[config.mk]
export PLATFORM = sky130hd
export DESIGN_NAME = ps2_rx_controller
export DESIGN_NICKNAME = d
export VERILOG_FILES = /design/src/rtl/ps2_pkg.sv /design/src/rtl/ps2_line_filter.sv /design/src/rtl/ps2_rx_controller.sv
export SDC_FILE = /design/constraint.sdc
export NUM_CORES = 1
export LEC_CHECK = 0
export CELL_PAD_IN_SITES_DETAIL_PLACEMENT = 0
export CELL_PAD_IN_SITES_GLOBAL_PLACEMENT = 1
export CORE_MARGIN = 5
export CORE_UTILIZATION = 40
export DETAILED_ROUTE_END_ITERATION = 12
export PLACE_DENSITY = 0.76
export REMOVE_ABC_BUFFERS = 1
export SYNTH_ARGS = -nofsm -noshare
export SYNTH_HDL_FRONTEND = slang
export SYNTH_SLANG_ARGS = --single-unit
[constraint.sdc]
create_clock -name clock -period 2.9 [get_ports clock]
set_clock_uncertainty 0.2 [all_clocks]
set_input_delay 0.435 -clock clock [delete_from_list [all_inputs] [get_ports clock]]
set_output_delay 0.435 -clock clock [all_outputs]
set_load 0.05 [all_outputs]
[src/rtl/ps2_pkg.sv]
`default_nettype none
// ============================================================================
// Module   : ps2_pkg
// Purpose  : Shared types and constants for the PS/2 receive front end.
// Revision : 1.0 - initial release
// ============================================================================
package ps2_pkg;

    typedef enum logic [1:0] {
        ST_IDLE   = 2'd0,
        ST_SHIFT  = 2'd1,
        ST_PARITY = 2'd2,
        ST_STOP   = 2'd3
    } ps2_state_e;

    // start + 8 data + parity + stop
    localparam int FRAME_LEN              = 11;
    localparam int DATA_BITS              = FRAME_LEN - 3;
    localparam int FILTER_LEN_DEFAULT     = 8;
    localparam int TIMEOUT_CYCLES_DEFAULT = 20000;

    // True when data plus parity carry an odd number of ones.
    function automatic logic odd_parity_ok(input logic [7:0] data, input logic parity);
        return ^{data, parity};
    endfunction

endpackage
`default_nettype wire

[src/rtl/ps2_line_filter.sv]
`default_nettype none
// ============================================================================
// Module   : ps2_line_filter
// Purpose  : Two-flop synchroniser plus run-length debounce for one PS/2 line;
//            emits the filtered level and a one-cycle falling-edge pulse.
// Revision : 1.0 - initial release
// ============================================================================
module ps2_line_filter #(
    parameter int FILTER_LEN = 8
) (
    input  logic clock,
    input  logic reset,
    input  logic line_in,
    output logic level,
    output logic fall
);

    localparam int CW = $clog2(FILTER_LEN + 1);
    localparam logic [CW-1:0] C_LAST = CW'(FILTER_LEN - 1);

    logic          r_sync1;
    logic          r_sync2;
    logic [CW-1:0] r_run_cnt;

    // The level flips only after FILTER_LEN consecutive differing samples.
    always_ff @(posedge clock) begin
        if (reset) begin
            r_sync1   <= 1'b1;
            r_sync2   <= 1'b1;
            level     <= 1'b1;
            fall      <= 1'b0;
            r_run_cnt <= '0;
        end else begin
            r_sync1 <= line_in;
            r_sync2 <= r_sync1;
            fall    <= 1'b0;
            if (r_sync2 == level) begin
                r_run_cnt <= '0;
            end else if (r_run_cnt == C_LAST) begin
                level     <= r_sync2;
                fall      <= level;
                r_run_cnt <= '0;
            end else begin
                r_run_cnt <= r_run_cnt + 1'b1;
            end
        end
    end

endmodule
`default_nettype wire

[src/rtl/ps2_rx_controller.sv]
`default_nettype none
// ============================================================================
// Module   : ps2_rx_controller
// Purpose  : PS/2 device-to-host deframer with a FWFT byte FIFO on a slow-IO
//            read port. Define PS2_PARITY_CHECK_EN to drop bad frames.
// Revision : 1.0 - initial release
// ============================================================================
module ps2_rx_controller
    import ps2_pkg::*;
#(
    parameter int FIFO_AW        = 3,
    parameter int FILTER_LEN     = FILTER_LEN_DEFAULT,
    parameter int TIMEOUT_CYCLES = TIMEOUT_CYCLES_DEFAULT
) (
    input  logic       clock,
    input  logic       reset,
    input  logic       ps2_clock,
    input  logic       ps2_data,
    output logic       io_rd_valid,
    output logic [7:0] io_rd_data,
    input  logic       io_rd_ack,
    output logic       io_overflow
);

    localparam int DEPTH = 1 << FIFO_AW;
    localparam int TW    = $clog2(TIMEOUT_CYCLES + 1);
    localparam logic [TW-1:0]      C_TIMEOUT_LAST = TW'(TIMEOUT_CYCLES - 1);
    localparam logic [2:0]         C_BIT_LAST     = 3'(DATA_BITS - 1);
    localparam logic [FIFO_AW:0]   C_FULL_CNT     = (FIFO_AW + 1)'(DEPTH);

    logic w_clk_fall;
    logic w_data_level;
    logic w_unused_clk_level;
    logic w_unused_data_fall;

    ps2_line_filter #(.FILTER_LEN(FILTER_LEN)) u_clk_filter (
        .clock   (clock),
        .reset   (reset),
        .line_in (ps2_clock),
        .level   (w_unused_clk_level),
        .fall    (w_clk_fall)
    );

    ps2_line_filter #(.FILTER_LEN(FILTER_LEN)) u_data_filter (
        .clock   (clock),
        .reset   (reset),
        .line_in (ps2_data),
        .level   (w_data_level),
        .fall    (w_unused_data_fall)
    );

    // ------------------------------------------------------------------
    // Frame deframer
    // ------------------------------------------------------------------
    ps2_state_e    r_state;
    logic [2:0]    r_bit_cnt;
    logic [7:0]    r_shift;
    logic [TW-1:0] r_idle_cnt;
    logic          r_push;
    logic [7:0]    r_push_data;
    logic          w_frame_ok;

`ifdef PS2_PARITY_CHECK_EN
    logic r_parity;
    assign w_frame_ok = odd_parity_ok(r_shift, r_parity) && w_data_level;
`else
    assign w_frame_ok = 1'b1;
`endif

    always_ff @(posedge clock) begin
        if (reset) begin
            r_state     <= ST_IDLE;
            r_bit_cnt   <= '0;
            r_shift     <= '0;
            r_idle_cnt  <= '0;
            r_push      <= 1'b0;
            r_push_data <= '0;
`ifdef PS2_PARITY_CHECK_EN
            r_parity    <= 1'b0;
`endif
        end else begin
            r_push <= 1'b0;
            if (r_state == ST_IDLE || w_clk_fall) begin
                r_idle_cnt <= '0;
            end else begin
                r_idle_cnt <= r_idle_cnt + 1'b1;
            end

            // A stalled device abandons the partial frame without pushing.
            if (r_state != ST_IDLE && !w_clk_fall && r_idle_cnt == C_TIMEOUT_LAST) begin
                r_state <= ST_IDLE;
            end else if (w_clk_fall) begin
                case (r_state)
                    ST_IDLE: begin
                        if (!w_data_level) begin
                            r_state   <= ST_SHIFT;
                            r_bit_cnt <= '0;
                        end
                    end
                    ST_SHIFT: begin
                        r_shift   <= {w_data_level, r_shift[7:1]};
                        r_bit_cnt <= r_bit_cnt + 1'b1;
                        if (r_bit_cnt == C_BIT_LAST) begin
                            r_state <= ST_PARITY;
                        end
                    end
                    ST_PARITY: begin
`ifdef PS2_PARITY_CHECK_EN
                        r_parity <= w_data_level;
`endif
                        r_state  <= ST_STOP;
                    end
                    ST_STOP: begin
                        r_state     <= ST_IDLE;
                        r_push      <= w_frame_ok;
                        r_push_data <= r_shift;
                    end
                    default: r_state <= ST_IDLE;
                endcase
            end
        end
    end

    // ------------------------------------------------------------------
    // First-word fall-through receive FIFO
    // ------------------------------------------------------------------
    logic [7:0]         r_mem [DEPTH];
    logic [FIFO_AW-1:0] r_wr_ptr;
    logic [FIFO_AW-1:0] r_rd_ptr;
    logic [FIFO_AW:0]   r_count;
    logic               w_pop;
    logic               w_full;
    logic               w_write;

    assign w_pop   = io_rd_ack && (r_count != '0);
    assign w_full  = (r_count == C_FULL_CNT);
    // A pop in the same cycle frees the slot, so a full FIFO still accepts.
    assign w_write = r_push && (!w_full || w_pop);

    always_ff @(posedge clock) begin
        if (w_write) begin
            r_mem[r_wr_ptr] <= r_push_data;
        end
    end

    always_ff @(posedge clock) begin
        if (reset) begin
            r_wr_ptr    <= '0;
            r_rd_ptr    <= '0;
            r_count     <= '0;
            io_overflow <= 1'b0;
        end else begin
            if (w_write) begin
                r_wr_ptr <= r_wr_ptr + 1'b1;
            end
            if (w_pop) begin
                r_rd_ptr <= r_rd_ptr + 1'b1;
            end
            case ({w_write, w_pop})
                2'b10:   r_count <= r_count + 1'b1;
                2'b01:   r_count <= r_count - 1'b1;
                default: r_count <= r_count;
            endcase
            if (r_push && !w_write) begin
                io_overflow <= 1'b1;
            end
        end
    end

    assign io_rd_valid = (r_count != '0);
    assign io_rd_data  = io_rd_valid ? r_mem[r_rd_ptr] : 8'h00;

endmodule
`default_nettype wire

==> summary.md <==
| Metric | Value |
|---|---|
| Post-synth top area cell | `edfxtp_1` |
| WL per Instance | `13.50 um` |
| Slew Viols, Final | `0` |
| Synth Area in XOR/XNOR | `3.325%` |
| Post-DP HPWL | `5.906 mm` |
| Grt ovf | `0` |
| Layout cells sized above 1 | `17.21%` |
| Lkg Pwr | `2.105 nW` |
| Largest net degree at the start of global routing | `24` |
| Post-synthesis mux area share | `10.00%` |
| Worst Min Path Start | `u_clk_filter.r_sync1$_SDFF_PP1_` |
| Critical Path Sink Type | `primary output` |
| Seq cells post-synth | `130` |
| Slew headroom | `51.59%` |
| Unrepaired setup endpoints after global routing | `false` |
| Worst setup SP type | `flip-flop` |
| Crit path required time | `2.27 ns` |
| Reg2Reg Launch Point | `r_count[3]$_SDFFE_PP0P_` |
| Vias | `3113` |
| GP Congestion | `0.7910` |
| Sequential-to-total area share from yosys stat | `61.57%` |
| R2R Setup Slk | `0.34 ns` |
| Post-Synth Simple-Gate Area | `13.63%` |
| Min Hold Slack | `0.2069 ns` |
| Worst-Margin Slew | `0.7235 ns` |
| CTS Hold Bufs | `0` |
| Min cycle time layout | `2.678 ns` |
| DR pass1 iterations | `5` |
| Vias in the first global route | `3124` |
| Netlist Area Pre-Place | `5268 um2` |
| Die Y | `124.8 um` |
| TritonCTS clock tree | `yes` |
| Worst setup path start | `r_count[0]$_SDFFE_PP0P_` |
| Main flop type after synthesis | `dfxtp_1` |
| Post-place instance area | `5603 um2` |
| Max cap viols | `0` |
| Worst hold stages | `1` |
| First-pass GRT wire length | `14.68 mm` |
| Synth top area share | `36.48%` |
| Cell depth of the worst flop-to-flop path | `8` |
| Worst-skew pair later-pin latency | `0.41 ns` |
| VDD IR-drop max | `356.5 uV` |
| Status | `complete, no violations` |
| Adder-Cell Fraction of Synth Area | `3.468%` |
| Final Cell Area | `6193 um2` |
| Area growth syn-to-layout | `17.58%` |
| Avg Cell Area, Syn | `12.51 um2` |
| Compound-Gate Fraction of Synth Area | `5.582%` |
| Clock buffer depth | `2` |
| Total Wirelength | `8.574 mm` |
| Tot Pwr | `4.044 mW` |
| Post-CTS sizing | `1` |
| Die footprint | `15560 um2` |
| Core ar. | `13090 um2` |
| PD cells | `653.0 nW/um2` |
| Die W | `124.8 um` |
| Root Buffer | `clkbuf_16` |
| Worst min-delay path class | `reg -> reg` |
| Vias per cell | `4.902` |
| Post-synth ARST share | `0%` |
| Routed Antenna Nets | `0` |
| Initial Util | `40.26%` |
| Hold Vio Cnt, Final | `0` |
| Synth Warn # | `0` |
| Row count | `42` |
| Drc violations | `0` |
| Final setup fails | `0` |
| Max frequency | `373.4 MHz` |
| CTS H-tree depth | `4` |
| Synth Instances | `421` |
| Setup_tns | `0 ns` |
| Clock sinks | `130` |
| Worst Path Max Fanout | `9` |
| Number of I/O pins | `15` |
| Main combinational cell family by area after synthesis | `simple AND/OR/NAND/NOR gates` |
| Period utilization | `92.35%` |
| Initial DRC Count | `233` |
| Port bufs | `14` |
| Nets | `465` |
| WP data arrival | `2.04 ns` |
| Diodes inserted | `0` |
| Post-CTS setup buffers | `0` |
| WS Path Type | `reg -> out` |
| Total track usage | `11.73%` |
| Clock-pin slew on the worst setup and hold paths | `0.06 ns` |
| Netlist cell types | `46` |
| Synth area leaders | `edfxtp_1, dfxtp_1, mux4_2` |
| CTS buffer count | `17` |
| Initial antenna violation count | `0` |
| EDFF count, synth | `64` |
==> worst max-delay path, cell delays in order, from the launching register on <==
cell	delay, ns
dfxtp_1	0.37
or3_1	0.53
nor2_8	0.23
inv_4	0.07
dlygate4sd2_1	0.43
==> layer usage <==
layer  GRT usage (%)  wire length, um
met4           4.320               91
met3           4.202              277
met1           14.61             4018
met2           18.80             4187
met5               0                0
==> cell families (layout without fill, tap and decap cells) <==
| kind of cell | Yosys count | count (layout) |
|---|---|---|
| AND/OR/NAND/NOR | 151 | 151 |
| multiplexers | 31 | 31 |
| flip-flops | 130 | 130 |
| buffers and inverters | 30 | 68 |
| AO/OA/AOI/OAI | 45 | 45 |
| XOR/XNOR | 20 | 20 |
| adder cells (fa/ha/maj) | 14 | 14 |
==> cells in the final DEF (no fill, tap or decap), types with 6 or more instances in the layout <==
cell type,synthesis,routed
a21oi_1,24,24
buf_4,0,18
clkbuf_16,0,17
dfxtp_1,66,66
edfxtp_1,64,64
ha_1,13,13
inv_1,10,10
mux2i_1,11,11
mux4_2,16,16
nand2_1,30,30
nand3_1,26,26
nor2_1,53,53
nor3_1,6,6
or2_2,6,6
or3_1,7,7
xnor2_1,9,9
xor2_1,11,11
==> per-stage QoR <==
step | util, % | std cells | setup slack, ns
2_1_floorplan | - | 403 | 0.3235
3_3_place_gp | 42.82 | 603 | 0.2228
3_5_place_dp | 42.82 | 603 | 0.2108
4_1_cts | 47.33 | 635 | 0.1902
5_1_grt | 47.33 | 635 | 0.1133
6_report | 47.33 | 635 | 0.2220
==> state kept, by name, summed over array words and instances (netlist names), named ones only <==
| signal | count |
|---|---|
| r_mem | 64 |
| r_idle_cnt | 15 |
| r_push_data | 8 |
| r_shift | 8 |
| r_count | 4 |
| u_clk_filter.r_run_cnt | 4 |
| u_data_filter.r_run_cnt | 4 |
| r_bit_cnt | 3 |
| r_rd_ptr | 3 |
| r_wr_ptr | 3 |
| r_state | 2 |
| io_overflow | 1 |
| r_push | 1 |
| u_clk_filter.fall | 1 |
| u_clk_filter.level | 1 |
| u_clk_filter.r_sync1 | 1 |
| u_clk_filter.r_sync2 | 1 |
| u_data_filter.level | 1 |
| u_data_filter.r_sync1 | 1 |
| u_data_filter.r_sync2 | 1 |
==> synth_stat cells (all sizes together), types with 9 or more instances <==
master	n
buf	9
mux2i	11
a21oi	25
inv	12
edfxtp	64
xnor2	9
dfxtp	66
nor2	54
ha	13
nand3	26
clkbuf	9
nand2	30
mux4	16
xor2	11
==> power breakdown <==
part           internal, mW  switching [mW]
registers              1.91         0.00198
logic                0.0135          0.0180
clock network          1.35           0.752
total                  3.27           0.772
==> layout make-up <==
class	instances	area (um2)
clock inverters	14	162.7
well taps	176	220.2
repair buffers	24	193.9
inverters	12	47.55
flip-flops and latches	130	3243
fillers	1150	6892
clock buffers	18	429.2
multi-input cells	261	1897
==> worst paths after layout <==
check / end
worst max-delay path: io_rd_valid
worst min-delay path: u_clk_filter.r_sync2$_SDFF_PP1_
worst max register to register: r_count[3]$_SDFFE_PP0P_
worst min register to register: u_clk_filter.r_sync2$_SDFF_PP1_
Power figures use the tool's default switching activity.
==> patch 1: new RTL, config.mk and constraints unchanged <==
`TIMEOUT_CYCLES_DEFAULT`: 20000 -> 10000.
--- a/src/rtl/ps2_pkg.sv
+++ b/src/rtl/ps2_pkg.sv
@@ -18,5 +18,5 @@
     localparam int DATA_BITS              = FRAME_LEN - 3;
     localparam int FILTER_LEN_DEFAULT     = 8;
-    localparam int TIMEOUT_CYCLES_DEFAULT = 20000;
+    localparam int TIMEOUT_CYCLES_DEFAULT = 10000;
 
     // True when data plus parity carry an odd number of ones.
Function: same outputs for any inputs over 10 cycles, from zero or initial values and one cycle with reset high; that may be too few to reach the edited logic, so the function may still have changed.
==> patch 1 against the original RTL <==
  * Sequential cell count is 1 lower
  * Area after synthesis fell by 0.86%
  * Largest cell class unchanged
  * Routed wire length increased by 2.0%
  * First-iteration DRC count is 0.43% higher
  * Cell area decreased by 0.51%
  * Largest power group unchanged
  * Power is 0.24% higher
  * Non-clock buffer count increased by 1
  * Setup slack got worse by 9.0 ps
  * Critical path type unchanged
  * Critical endpoint unchanged
==> patch 1: results <==
global_route:
  grt_max_degree: 32
  grt_first_pass_wirelength_mm: 14.7
  antenna_found_initial: 0
  first_global_vias: 2995
  track_usage_pct: 12.0
detailed_routing:
  dr.pass1.iters: 4
  vias_per_cell: 4.91
  wl_per_cell_um: 14.0
  drt_iter0_markers: 234
hold_path:
  hold-path-endpoint: "u_data_filter.r_sync2"
  hold_start: "u_data_filter.r_sync1"
yosys:
  synth_area_per_cell_um2: 12.6
  ys_types: 47
  ys_seq_area_share_pct: 61.7
  synth_ff_type: "dfxtp_1"
  synth.area.top_cells: "edfxtp_1 37%, dfxtp_1 25%, mux4_2 6.9%, nor2_1 3.5%, ha_1 3.1%"
  synthTopCellsByCount: "65 x dfxtp_1, 64 x edfxtp_1, 49 x nor2_1, 29 x nand2_1, 26 x nand3_1"
final_layout:
  multiInputGateArea_um2: 1880
  area_growth_pct: 18.0
  reg.largest.list: "r_mem: 64 flops, r_idle_cnt: 14 flops"
  seq_area_um2: 3220
  non_clock_buffer_count: 25
  num-fill-cells: 1146
  layout-drive-gt1-share_pct: 17.9
  final_nets: 458
  fin_cells: 624
  final_area_um2: 6160
  signal_buffer_area_fraction_pct: 3.27
  n_clock_buffer: 19
  n_all_inverters: 11
  nMultiInputCombCells: 255
clock_tree:
  worst_skew_pair.late_latency_ps: 410
  clkSinkCount: 129
  cts_setup_buffers: 0
  cts_htree_levels: 4
sta:
  timing.hold.ws_ps: 206
  timing.final.crit_share_pct: 92.7
  relSlewSlack_pct: 52.7
pwr:
  leakagePower_nw: 2.10
  swShare_pct: 18.9
  p_clk_share_pct: 52.3
  ir_drop_mv: 0.357
  internal-power_mw: 3.29
critical_path:
  rrSetupSlack_ps: 300
  rr_worst_depth: 8
placed_design:
  place_hpwl_mm: 5.82
  postPlaceCellArea_um2: 5560
  dpl_worst_slack_ps: 177
  dpl.cell_count: 592
status:
  outcome: "complete, no violations"
[patch 1: cell count changes after synthesis, sizes merged, moves of 2 or more]
cell | unedited run | this run
xnor2 | 9 | 11
xor2 | 11 | 8
buf | 9 | 7
clkbuf | 9 | 11
nand4 | 5 | 1
nor2 | 54 | 50
[patch 1: metal layers]
| metal | part of all wire (%) | wire length, um | track usage (%) | up-vias |
|---|---|---|---|---|
| met1 | 46 | 4060 | 15.3 | 1461 |
| met3 | 4.1 | 358 | 4.29 | 10 |
| met4 | 1.3 | 110 | 4.45 | 0 |
| li1 | - | - | - | 1548 |
| met5 | 0 | 0 | 0 | - |
| met2 | 48 | 4220 | 18.6 | 46 |
[patch 1: cell families after synthesis]
kind of cell | Yosys count | synth area share, %
AOI/OAI and AO/OA | 44 | 5.46
xor gates and xnor gates | 19 | 3.19
adders and majority gates | 14 | 3.50
buffers and inverters | 29 | 2.37
DFF | 129 | 61.7
muxes | 32 | 10.3
and+or+nand+nor | 146 | 13.5
==> patch 2: new RTL, same settings <==
Made on the original files. Encoding of `ps2_state_e`: now one-hot (4 bits for 4 states).
--- a/src/rtl/ps2_pkg.sv
+++ b/src/rtl/ps2_pkg.sv
@@ -7,9 +7,9 @@
 package ps2_pkg;
 
-    typedef enum logic [1:0] {
-        ST_IDLE   = 2'd0,
-        ST_SHIFT  = 2'd1,
-        ST_PARITY = 2'd2,
-        ST_STOP   = 2'd3
+    typedef enum logic [3:0] {
+        ST_IDLE   = 4'b0001,
+        ST_SHIFT  = 4'b0010,
+        ST_PARITY = 4'b0100,
+        ST_STOP   = 4'b1000
     } ps2_state_e;
 
Function: no difference found for any inputs over 10 cycles, from zero or initial values and one cycle with reset high; not proved beyond that.
==> patch 2 against the original RTL <==
  * Routed wire length up 2.7%
  * Sequential share of layout area grew 0.49 points
  * Count of clock-buffer cells in the layout decreased by 1
  * Area after synthesis about the same
  * Setup slack worse by 42 ps
  * Sequential cell count grew 2
  * Cell area up 0.30%
  * Critical path type unchanged
  * Highest routed layer unchanged
Power is not compared: it rests on default switching activity, and its combinational part moved more than twofold at a synthesized area within 25%.
==> patch 2: results <==
placed_design:
  postPlaceCellArea_um2: 5640
  place_congestion: 0.777
  port_buffers: 14
  place_hpwl_mm: 5.94
  dpl_worst_slack_ps: 95.7
yosys:
  synthTopCellsByCount: "68 x dfxtp_1, 64 x edfxtp_1, 61 x nor2_1, 26 x nand2_1, 21 x mux2i_1"
  ys_types: 49
  ys_seq_area_share_pct: 62.3
  synth.area.top_cells: "edfxtp_1 36%, dfxtp_1 26%, mux4_2 6.8%, nor2_1 4.3%, mux2i_1 4.0%"
global_route:
  first_global_vias: 3151
  grt_first_pass_wirelength_mm: 15.1
  track_usage_pct: 12.2
  grt_max_degree: 31
floorplanning:
  initial_core_util_pct: 40.3
hold_path:
  holdCritPathClass: "register to register"
status:
  outcome: "complete, no violations"
critical_path:
  path_delay_family: "buffers and inverters"
  worstPathArrival_ps: 2080
  critPathMaxFanout: 6
  critical_path.max_stage_delay_ps: 700
  slowest_stage: "clkdlybuf4s50_1"
sta:
  worst-slew-pin-transition_ps: 1010
detailed_routing:
  drt_iter0_markers: 167
  wl_mm: 8.81
  dr.pass1.iters: 4
  vias: 3088
final_layout:
  reg.largest.list: "r_mem: 64 flops, r_idle_cnt: 15 flops"
  num-fill-cells: 1154
  layout-drive-gt1-share_pct: 17.0
  final_nets: 454
pwr:
  p_sw_mw: 1.62
clock_tree:
  cts-resized-gates: 0
-- patch 2: cell types whose count changed in the layout (fill, tap and decap cells not counted), sizes merged, moves of 4 or more --
| cell | delta |
|---|---|
| nand3 | -15 |
| o21ai | -4 |
| and4 | +4 |
| nand2 | -4 |
| a21oi | -10 |
| nor2 | +8 |
| ha | -4 |
| mux2i | +10 |
-- patch 2: worst paths after layout --
| kind | startpoint | end | slack [ps] | cells after the start |
|---|---|---|---|---|
| worst max-delay path | r_count[0] | io_rd_valid | 180 | 4 |
| worst max register to register | r_count[0] | r_count[3] | 370 | 10 |
| worst min register to register | u_clk_filter.r_sync1 | u_clk_filter.r_sync2 | 210 | 1 |
| worst min-delay path | u_clk_filter.r_sync1 | u_clk_filter.r_sync2 | 210 | 1 |
-- patch 2: kinds of logic (layout without fill, tap and decap cells) --
kind of cell / count (synthesis) / count (layout) / share of synthesized area (%)
AND/OR/NAND/NOR: 148 / 148 / 13.7
AO/OA/AOI/OAI: 36 / 36 / 4.87
adder cells (fa/ha/maj): 10 / 10 / 2.52
XOR/XNOR: 22 / 22 / 3.66
buffers and inverters: 25 / 66 / 1.90
multiplexers: 38 / 38 / 11.0
flip-flops: 132 / 132 / 62.3
-- patch 2: final cells by class --
| type | instances | area share [%] |
|---|---|---|
| Multi-Input combinational cell | 254 | 30.4 |
| Inverter | 9 | 0.584 |
| Clock inverter | 15 | 2.32 |
| Sequential cell | 132 | 52.8 |
| Clock buffer | 17 | 6.85 |
| Timing Repair Buffer | 25 | 3.46 |
| Tap cell | 176 | 3.54 |
-- patch 2: per-layer routing --
layer | global-route usage [%] | wire, um
met1 | 14.3 | 3940
met3 | 4.29 | 294
met5 | 0 | 0
met2 | 20.4 | 4440
met4 | 5.09 | 129
-- patch 2: stage by stage --
| step | utilization, % | total power, mW | std cells |
|---|---|---|---|
| 6_report | 47.5 | 5.27 | 628 |
| 5_1_grt | 47.5 | 5.52 | 628 |
| 4_1_cts | 47.5 | 5.34 | 628 |
| 3_5_place_dp | 43.1 | 3.31 | 596 |
| 3_3_place_gp | 43.1 | 3.30 | 596 |
| 2_1_floorplan | - | 2.96 | 395 |
-- patch 2: power by group through the flow --
stage / Clock (mW) / Combinational, mW / Sequential [mW]
6_report: 2.02 / 1.23 / 2.03
5_1_grt: 2.16 / 1.33 / 2.03
4_1_cts: 2.07 / 1.25 / 2.02
3_5_place_dp: 0 / 1.25 / 2.06
3_3_place_gp: 0 / 1.23 / 2.06
2_1_floorplan: 0 / 0.857 / 2.11
